File: src/rtl/mem_port_arbiter_if.sv
// Bus bundle between the fetch and data-memory requesters, the port arbiter
// and the single-port unified memory.
interface mem_port_arbiter_if #(
  parameter int ADDR_W = 16,
  parameter int DATA_W = 16
);
  logic              if_req;
  logic [ADDR_W-1:0] if_addr;
  logic [DATA_W-1:0] if_rdata;
  logic              if_ack;

  logic              dm_req;
  logic              dm_we;
  logic [ADDR_W-1:0] dm_addr;
  logic [DATA_W-1:0] dm_wdata;
  logic [DATA_W-1:0] dm_rdata;
  logic              dm_ack;

  logic              mem_en;
  logic              mem_we;
  logic [ADDR_W-1:0] mem_addr;
  logic [DATA_W-1:0] mem_wdata;
  logic [DATA_W-1:0] mem_rdata;

  logic              stall_if;
  logic              stall_mem;

  // Arbiter side: takes requests and memory read data, returns acks and drives the memory.
  modport slave (
    input  if_req, if_addr, dm_req, dm_we, dm_addr, dm_wdata, mem_rdata,
    output if_rdata, if_ack, dm_rdata, dm_ack,
    output mem_en, mem_we, mem_addr, mem_wdata, stall_if, stall_mem
  );

  // Environment side: the pipeline stages plus the memory model.
  modport master (
    output if_req, if_addr, dm_req, dm_we, dm_addr, dm_wdata, mem_rdata,
    input  if_rdata, if_ack, dm_rdata, dm_ack,
    input  mem_en, mem_we, mem_addr, mem_wdata, stall_if, stall_mem
  );
endinterface

File: src/rtl/mem_port_arbiter.sv
// Shares one fixed-latency single-port memory between instruction fetch and
// the data-memory stage. One access in flight at a time; data has priority
// unless fetch has lost STARVE_MAX grants in a row while waiting.
module mem_port_arbiter #(
  parameter int ADDR_W     = 16,
  parameter int DATA_W     = 16,
  parameter int MEM_LAT    = 2,
  parameter int STARVE_MAX = 3
) (
  input logic               clk,
  input logic               rst,
  mem_port_arbiter_if.slave bus
);

  localparam logic [3:0] LAT_INIT   = 4'(MEM_LAT);
  localparam logic [3:0] STARVE_LIM = 4'(STARVE_MAX);

  typedef enum logic [1:0] {
    IDLE,
    ACCESS,
    RESP
  } state_t;

  state_t            state_q;
  logic              owner_dm_q;
  logic              store_q;
  logic [3:0]        cnt_q;
  logic [3:0]        starve_q;
  logic              mem_en_q;
  logic              mem_we_q;
  logic [ADDR_W-1:0] mem_addr_q;
  logic [DATA_W-1:0] mem_wdata_q;
  logic [DATA_W-1:0] if_rdata_q;
  logic [DATA_W-1:0] dm_rdata_q;
  logic              if_ack_q;
  logic              dm_ack_q;

  logic              grant_dm_d;
  logic [3:0]        starve_d;

  // Winner selection and the starve count that goes with it, used only when a grant is made.
  always_comb begin
    grant_dm_d = bus.dm_req & ~(bus.if_req & (starve_q == STARVE_LIM));
    starve_d   = 4'd0;
    if (grant_dm_d && bus.if_req) begin
      starve_d = (starve_q == 4'd15) ? 4'd15 : starve_q + 4'd1;
    end
  end

  // Port sequencer: grant in IDLE, count down the memory latency in ACCESS, hold the ack for one RESP cycle.
  always_ff @(posedge clk or negedge rst) begin
    if (!rst) begin
      state_q     <= IDLE;
      owner_dm_q  <= 1'b0;
      store_q     <= 1'b0;
      cnt_q       <= 4'd0;
      starve_q    <= 4'd0;
      mem_en_q    <= 1'b0;
      mem_we_q    <= 1'b0;
      mem_addr_q  <= '0;
      mem_wdata_q <= '0;
      if_rdata_q  <= '0;
      dm_rdata_q  <= '0;
      if_ack_q    <= 1'b0;
      dm_ack_q    <= 1'b0;
    end else begin
      case (state_q)
        IDLE: begin
          if (bus.if_req || bus.dm_req) begin
            owner_dm_q <= grant_dm_d;
            store_q    <= grant_dm_d & bus.dm_we;
            mem_we_q   <= grant_dm_d & bus.dm_we;
            mem_addr_q <= grant_dm_d ? bus.dm_addr : bus.if_addr;
            if (grant_dm_d) begin
              mem_wdata_q <= bus.dm_wdata;
            end
            mem_en_q <= 1'b1;
            cnt_q    <= LAT_INIT;
            starve_q <= starve_d;
            state_q  <= ACCESS;
          end
        end
        ACCESS: begin
          mem_en_q <= 1'b0;
          mem_we_q <= 1'b0;
          cnt_q    <= cnt_q - 4'd1;
          if (cnt_q == 4'd1) begin
            if (!owner_dm_q) begin
              if_rdata_q <= bus.mem_rdata;
              if_ack_q   <= 1'b1;
            end else begin
              if (!store_q) begin
                dm_rdata_q <= bus.mem_rdata;
              end
              dm_ack_q <= 1'b1;
            end
            state_q <= RESP;
          end
        end
        RESP: begin
          if_ack_q <= 1'b0;
          dm_ack_q <= 1'b0;
          state_q  <= IDLE;
        end
        default: begin
          state_q <= IDLE;
        end
      endcase
    end
  end

  assign bus.mem_en    = mem_en_q;
  assign bus.mem_we    = mem_we_q;
  assign bus.mem_addr  = mem_addr_q;
  assign bus.mem_wdata = mem_wdata_q;
  assign bus.if_rdata  = if_rdata_q;
  assign bus.if_ack    = if_ack_q;
  assign bus.dm_rdata  = dm_rdata_q;
  assign bus.dm_ack    = dm_ack_q;
  assign bus.stall_if  = bus.if_req & ~if_ack_q;
  assign bus.stall_mem = bus.dm_req & ~dm_ack_q;

endmodule

File: src/flat_wrapper.sv
// flat-port wrapper written by rule: the top's interface ports become plain ports
module mem_port_arbiter_flat 
#(
  parameter int ADDR_W     = 16,
  parameter int DATA_W     = 16,
  parameter int MEM_LAT    = 2,
  parameter int STARVE_MAX = 3
)
  (clk, rst, bus_if_req, bus_if_addr, bus_dm_req, bus_dm_we, bus_dm_addr, bus_dm_wdata, bus_mem_rdata, bus_if_rdata, bus_if_ack, bus_dm_rdata, bus_dm_ack, bus_mem_en, bus_mem_we, bus_mem_addr, bus_mem_wdata, bus_stall_if, bus_stall_mem);
  mem_port_arbiter_if #(.ADDR_W(ADDR_W), .DATA_W(DATA_W)) bus_i ();
  input logic clk;
  input logic rst;
  input wire logic [$bits(bus_i.if_req)-1:0] bus_if_req;
  input wire logic [$bits(bus_i.if_addr)-1:0] bus_if_addr;
  input wire logic [$bits(bus_i.dm_req)-1:0] bus_dm_req;
  input wire logic [$bits(bus_i.dm_we)-1:0] bus_dm_we;
  input wire logic [$bits(bus_i.dm_addr)-1:0] bus_dm_addr;
  input wire logic [$bits(bus_i.dm_wdata)-1:0] bus_dm_wdata;
  input wire logic [$bits(bus_i.mem_rdata)-1:0] bus_mem_rdata;
  output wire logic [$bits(bus_i.if_rdata)-1:0] bus_if_rdata;
  output wire logic [$bits(bus_i.if_ack)-1:0] bus_if_ack;
  output wire logic [$bits(bus_i.dm_rdata)-1:0] bus_dm_rdata;
  output wire logic [$bits(bus_i.dm_ack)-1:0] bus_dm_ack;
  output wire logic [$bits(bus_i.mem_en)-1:0] bus_mem_en;
  output wire logic [$bits(bus_i.mem_we)-1:0] bus_mem_we;
  output wire logic [$bits(bus_i.mem_addr)-1:0] bus_mem_addr;
  output wire logic [$bits(bus_i.mem_wdata)-1:0] bus_mem_wdata;
  output wire logic [$bits(bus_i.stall_if)-1:0] bus_stall_if;
  output wire logic [$bits(bus_i.stall_mem)-1:0] bus_stall_mem;
  assign bus_i.if_req = bus_if_req;
  assign bus_i.if_addr = bus_if_addr;
  assign bus_i.dm_req = bus_dm_req;
  assign bus_i.dm_we = bus_dm_we;
  assign bus_i.dm_addr = bus_dm_addr;
  assign bus_i.dm_wdata = bus_dm_wdata;
  assign bus_i.mem_rdata = bus_mem_rdata;
  assign bus_if_rdata = bus_i.if_rdata;
  assign bus_if_ack = bus_i.if_ack;
  assign bus_dm_rdata = bus_i.dm_rdata;
  assign bus_dm_ack = bus_i.dm_ack;
  assign bus_mem_en = bus_i.mem_en;
  assign bus_mem_we = bus_i.mem_we;
  assign bus_mem_addr = bus_i.mem_addr;
  assign bus_mem_wdata = bus_i.mem_wdata;
  assign bus_stall_if = bus_i.stall_if;
  assign bus_stall_mem = bus_i.stall_mem;
  mem_port_arbiter #(.ADDR_W(ADDR_W), .DATA_W(DATA_W), .MEM_LAT(MEM_LAT), .STARVE_MAX(STARVE_MAX)) u_core (.clk(clk), .rst(rst), .bus(bus_i));
endmodule
File: config.mk
export PLATFORM = sky130hd
export DESIGN_NAME = mem_port_arbiter_flat
export DESIGN_NICKNAME = d
export VERILOG_FILES = /design/src/rtl/mem_port_arbiter_if.sv /design/src/rtl/mem_port_arbiter.sv /design/src/flat_wrapper.sv
export SDC_FILE = /design/constraint.sdc
export NUM_CORES = 1
export LEC_CHECK = 0
export CAP_MARGIN = 10
export CORE_MARGIN = 1
export CORE_UTILIZATION = 47
export DETAILED_ROUTE_END_ITERATION = 6
export PLACE_DENSITY = 0.91
export SLEW_MARGIN = 5
export SYNTH_ARGS = -nofsm -noshare
export SYNTH_HDL_FRONTEND = slang
export SYNTH_SLANG_ARGS = --single-unit
File: constraint.sdc
create_clock -name clk -period 6.55 [get_ports clk]
set_clock_uncertainty 0.2 [all_clocks]
set_input_delay 1.31 -clock clk [delete_from_list [all_inputs] [get_ports clk]]
set_output_delay 1.31 -clock clk [all_outputs]
set_load 0.02 [all_outputs]
---- Word level (Yosys, flattened, before mapping) ----
Index checks and enable logic that the tools add are counted.
storage, ports and cells
  bits in registers ....................... 80
  bits in latches ......................... 0
  bits in writable memories ............... 0
  bits in read-only memories .............. 0
  input bits .............................. 69
  output and inout bits ................... 70
  word-level logic and storage cells ...... 65
  memories ................................ 0
cells by class
  add/subtract/negate cells ............... 2
  $mul .................................... 0
  div/mod/pow operators ................... 0
  magnitude comparators ................... 0
  eq/ne operators ......................... 9
  shift operators ......................... 0
  mux-type cells .......................... 18
  bitwise operators ....................... 10
  reduce and logical (&&, ||, !) cells .... 13
operators with widths
  kind                   number
  $mux W16               1
  $mux W4                3
  $reduce_and A3 Y1      4
  $pmux W1 S2            4
  $pmux W4 S2            1
  $mux W1                6
  $ne A2 B1 Y1 const B   3
  $reduce_and A2 Y1      3
  $and A1 B1 Y1          5
  $not A1 Y1             5
  $add A4 B1 Y4 const B  1
  $eq A4 B1 Y1 const B   1
  $eq A4 B2 Y1 const B   1
  $eq A4 B4 Y1 const B   1
  $mux W2                2
  $pmux W2 S2            1
  $reduce_and A4 Y1      1
  $reduce_bool A2 Y1     2
  $sub A4 B1 Y4 const B  1
  $eq A2 B1 Y1 const B   1
  $eq A2 B2 Y1 const B   1
  $logic_not A2 Y1       1
  $ne A2 B2 Y1 const B   1
  $logic_and A1 B1 Y1    1
  $logic_or A1 B1 Y1     1

---- Logic depth before layout (Yosys ltp) ----
  word-level depth ........................ 7
  depth in mapped cells ................... 7
  depth with buffers taken out ............ 5

---- Least setup slack after synthesis ----
Ideal clock, no wire load.
  kind .................................... input to output
  from .................................... input port bus_dm_req
  to ...................................... output port bus_stall_mem
  arrival ................................. 2.213 ns
  required time ........................... 5.040 ns
  path slack .............................. 2.827 ns
  cell stages on the path ................. 3
  buffers on the path ..................... 2
  cell sequence ........................... clkbuf_1 clkbuf_1 nor2b_1
between the ends
  word-level cells in the longest chain between the ends .. 1
RTL lines
  item                RTL line                 text
  start: declaration  flat_wrapper.sv:15       input wire logic [$bits(bus_i.dm_req)-1:0] bus_dm_req;
  $and A1 B1 Y1       mem_port_arbiter.sv:121  assign bus.stall_mem = bus.dm_req & ~dm_ack_q;
  end: declaration    flat_wrapper.sv:29       output wire logic [$bits(bus_i.stall_mem)-1:0] bus_stall_mem;
No other way between the ends.

---- Worst setup path in the final report ----
Same ends and word-level chain as after synthesis.

==> impl_metrics.yaml <==
clocking:
  htreeDepth: 3
  cts_hold_buf: 0
  cts_resized: 0
  clk_latency_ns: 0.35
  cts_buffer_depth: 2
  numCtsBuffers: 9
  cts.sinks: 80
  root_buffer: "clkbuf_8"
  path_clk_slew_ns: 0.07
  post_cts_buffers: 0
  cts_tree: "done"
hold_path:
  hold_depth: 1
  min-delay-start: "u_core.bus.mem_wdata[13]$_DFFE_PN0P_"
  hold_path.class: "register to register"
  hold_end: "u_core.bus.mem_wdata[13]$_DFFE_PN0P_"
synth:
  ys_ff_latch: 80
  syn_area_um2: 3540
  synth.most_common_cell: "dfrtp_1"
  yosysSeqAreaShare_pct: 56.5
  syn-num-nets: 363
  yosysTopAreaCell: "dfrtp_1"
  synth_edf_count: 0
  synth.area.top_cells: "dfrtp_1 (56%), mux2_2 (12%), mux2_4 (4.2%), nand2_1 (3.8%), o211ai_1 (3.6%)"
  avgSynthCellArea_um2: 12.3
  synthArstFlopShare_pct: 100
  ys_warn_count: 0
  synth_top_area_share_pct: 56.5
  synthDistinctLibCells: 38
  synth_flop_cell: "dfrtp_1"
  netlist_instances: 287
  post_synth_most_frequent_cells: "dfrtp_1 (80), mux2_2 (39), nand2_1 (36)"
worst_setup_path:
  cp_data_arrival_time_ns: 3.19
  worst_ep_required_time_ns: 5.04
  worst_path_largest_cell_delay_ns: 1.03
  rrSetupSlack_ns: 3.66
  crit_path_end_kind: "output port"
  start_kind: "primary input"
  cp_max_fo: 25
  cp_common_cell: "clkdlybuf4s50_1"
  path_class: "primary input to output port"
  cp_cell_sequence: "clkdlybuf4s50_1 > nor2b_1 > clkdlybuf4s50_1"
  timing.rr.end: "u_core.bus.mem_wdata[3]$_DFFE_PN0P_"
  r2r-start: "u_core.state_q[1]$_DFFE_PN0P_"
  reg2reg_depth: 5
  slowest_stage: "clkdlybuf4s50_1"
outcome:
  outcome: "complete, no violations"
global_routing:
  grt_pass1_vias: 2881
  grt_util_met3_pct: 5.22
  overflow: 0
  grtUsageMet2_pct: 40.6
  antenna_found_initial: 0
  grt_pass1_wl_um: 13800
  top_usage_layer: "met2"
  grt_util_met1_pct: 28.1
  track_usage_pct: 23.5
  grt_max_degree: 81
sta:
  post-route-period-util_pct: 71.8
  finalMaxSlewViolations: 0
  setup_violations: 0
  fmax_mhz: 213
  maxSlewHeadroom_pct: 33.1
  rsz0062_at_grt: "false"
  tightestPinTransition_ns: 1.00
  finalHoldViolations: 0
  fin_crit_ns: 4.70
  final.setup.tns_ns: 0
drt:
  vias_per_cell: 5.35
  drt_iter0_drc: 201
  num_vias: 2799
  ant_nets: 0
  first_pass_iters: 4
  wl_per_cell_um: 17.0
  remaining_drc_errors: 0
  wl_um: 8880
final_layout:
  area_delta_synth_final_pct: 46.7
  drive_above_1_share_pct: 17.0
  n_fill_cell: 511
  antenna_cells: 0
  fin_nets: 496
placed_design:
  io_buffers: 138
  globalplace.congestion: 0.807
  hpwl_um: 6290
floorplanning:
  initial_core_util_pct: 48.9
  die-area_um2: 7890
  fp.dieH_um: 88.8
  rows: 31
  fp.dieW_um: 88.8
  io_pins: 139
  core_um2: 7250
power:
  finalPower_mw: 2.60
  ir_worst_vdd_mv: 0.205
  power.leakage_nw: 2.21
  power_density_nw_per_um2: 499
job:
  max-cap-violations: 0
-- metrics by stage --
stage               utilization [%]  worst slack, ns  hold WS [ns]  instances  cell area, um^2
floorplan                         -             2.83         0.252        287             3540
global placement               68.4             1.90         0.279        508             4960
detailed placement             68.4             1.88         0.291        508             4960
CTS                            71.7             1.88         0.312        523             5200
global route                   71.7             1.74         0.324        523             5200
finish                         71.7             1.85         0.308        523             5200
-- logic make-up (layout without fill, tap and decap cells) --
logic type | after synthesis | after routing | synth area share [%]
compound gates | 41 | 41 | 7.84
simple gates | 82 | 82 | 12.4
fa+ha+maj | 7 | 7 | 2.47
buf+inv | 26 | 163 | 3.57
mux | 51 | 51 | 17.2
flops | 80 | 80 | 56.5
-- final cells by class --
class	count	area, um^2	share of cell area [%]
Tap cell	99	124	2.38
Clock buffer	9	124	2.38
Timing Repair Buffer	140	1390	26.8
Inverter	8	30.0	0.578
Sequential cell	80	2000	38.5
Clock inverter	6	109	2.09
Multi-Input combinational cell	181	1420	27.2
-- worst max path at each step --
stage / cells after the start / end / startpoint / slack, ns
6_report: 3 / bus_stall_mem / bus_dm_req / 1.85
5_1_grt: 3 / bus_stall_mem / bus_dm_req / 1.74
4_1_cts: 3 / bus_stall_mem / bus_dm_req / 1.88
3_5_place_dp: 3 / bus_stall_mem / bus_dm_req / 1.88
3_3_place_gp: 3 / bus_stall_mem / bus_dm_req / 1.90
2_1_floorplan: 3 / bus_stall_mem / bus_dm_req / 2.83
-- layout by cell type (no fill, tap or decap), types with 2 or more instances in the layout --
cell / instances
clkdlybuf4s50_1: 137
dfrtp_1: 80
mux2_2: 39
nand2_1: 36
nand4_1: 17
o211ai_1: 17
mux2_4: 10
o21ai_0: 10
clkbuf_8: 9
inv_1: 8
ha_1: 7
nand3_1: 5
a21oi_1: 4
nor2_1: 4
nor2b_1: 3
and2_1: 3
o21a_1: 3
a32o_1: 3
nor3_1: 3
bufinv_16: 3
buf_4: 3
mux2i_1: 2
clkinv_2: 2
-- metal layers --
| metal | wire length, um | part of all wire, % | up-vias |
|---|---|---|---|
| met5 | 0 | 0 | - |
| met4 | 157 | 1.8 | 0 |
| met3 | 591 | 6.7 | 19 |
| met2 | 4590 | 52 | 111 |
| met1 | 3540 | 40 | 1377 |
| li1 | - | - | 1292 |
-- sequential cells by signal, summed over array words and instances (netlist names) --
register and cells:
u_core.bus.dm_ack 1, u_core.bus.dm_rdata 16, u_core.bus.if_ack 1, u_core.bus.if_rdata 16
u_core.bus.mem_addr 16, u_core.bus.mem_en 1, u_core.bus.mem_wdata 16, u_core.bus.mem_we 1
u_core.cnt_q 4, u_core.owner_dm_q 1, u_core.starve_q 4, u_core.state_q 2
u_core.store_q 1
-- worst max-delay path, delay by kind of cell --
family	cells	cell delay, ns
buf+inv	2	1.65
simple gates	1	0.22
-- power by group --
part,internal [mW],switching (mW)
Clock,0.250,0.170
Combinational,0.658,0.645
Sequential,0.728,0.145
Power figures use the tool's default switching activity.
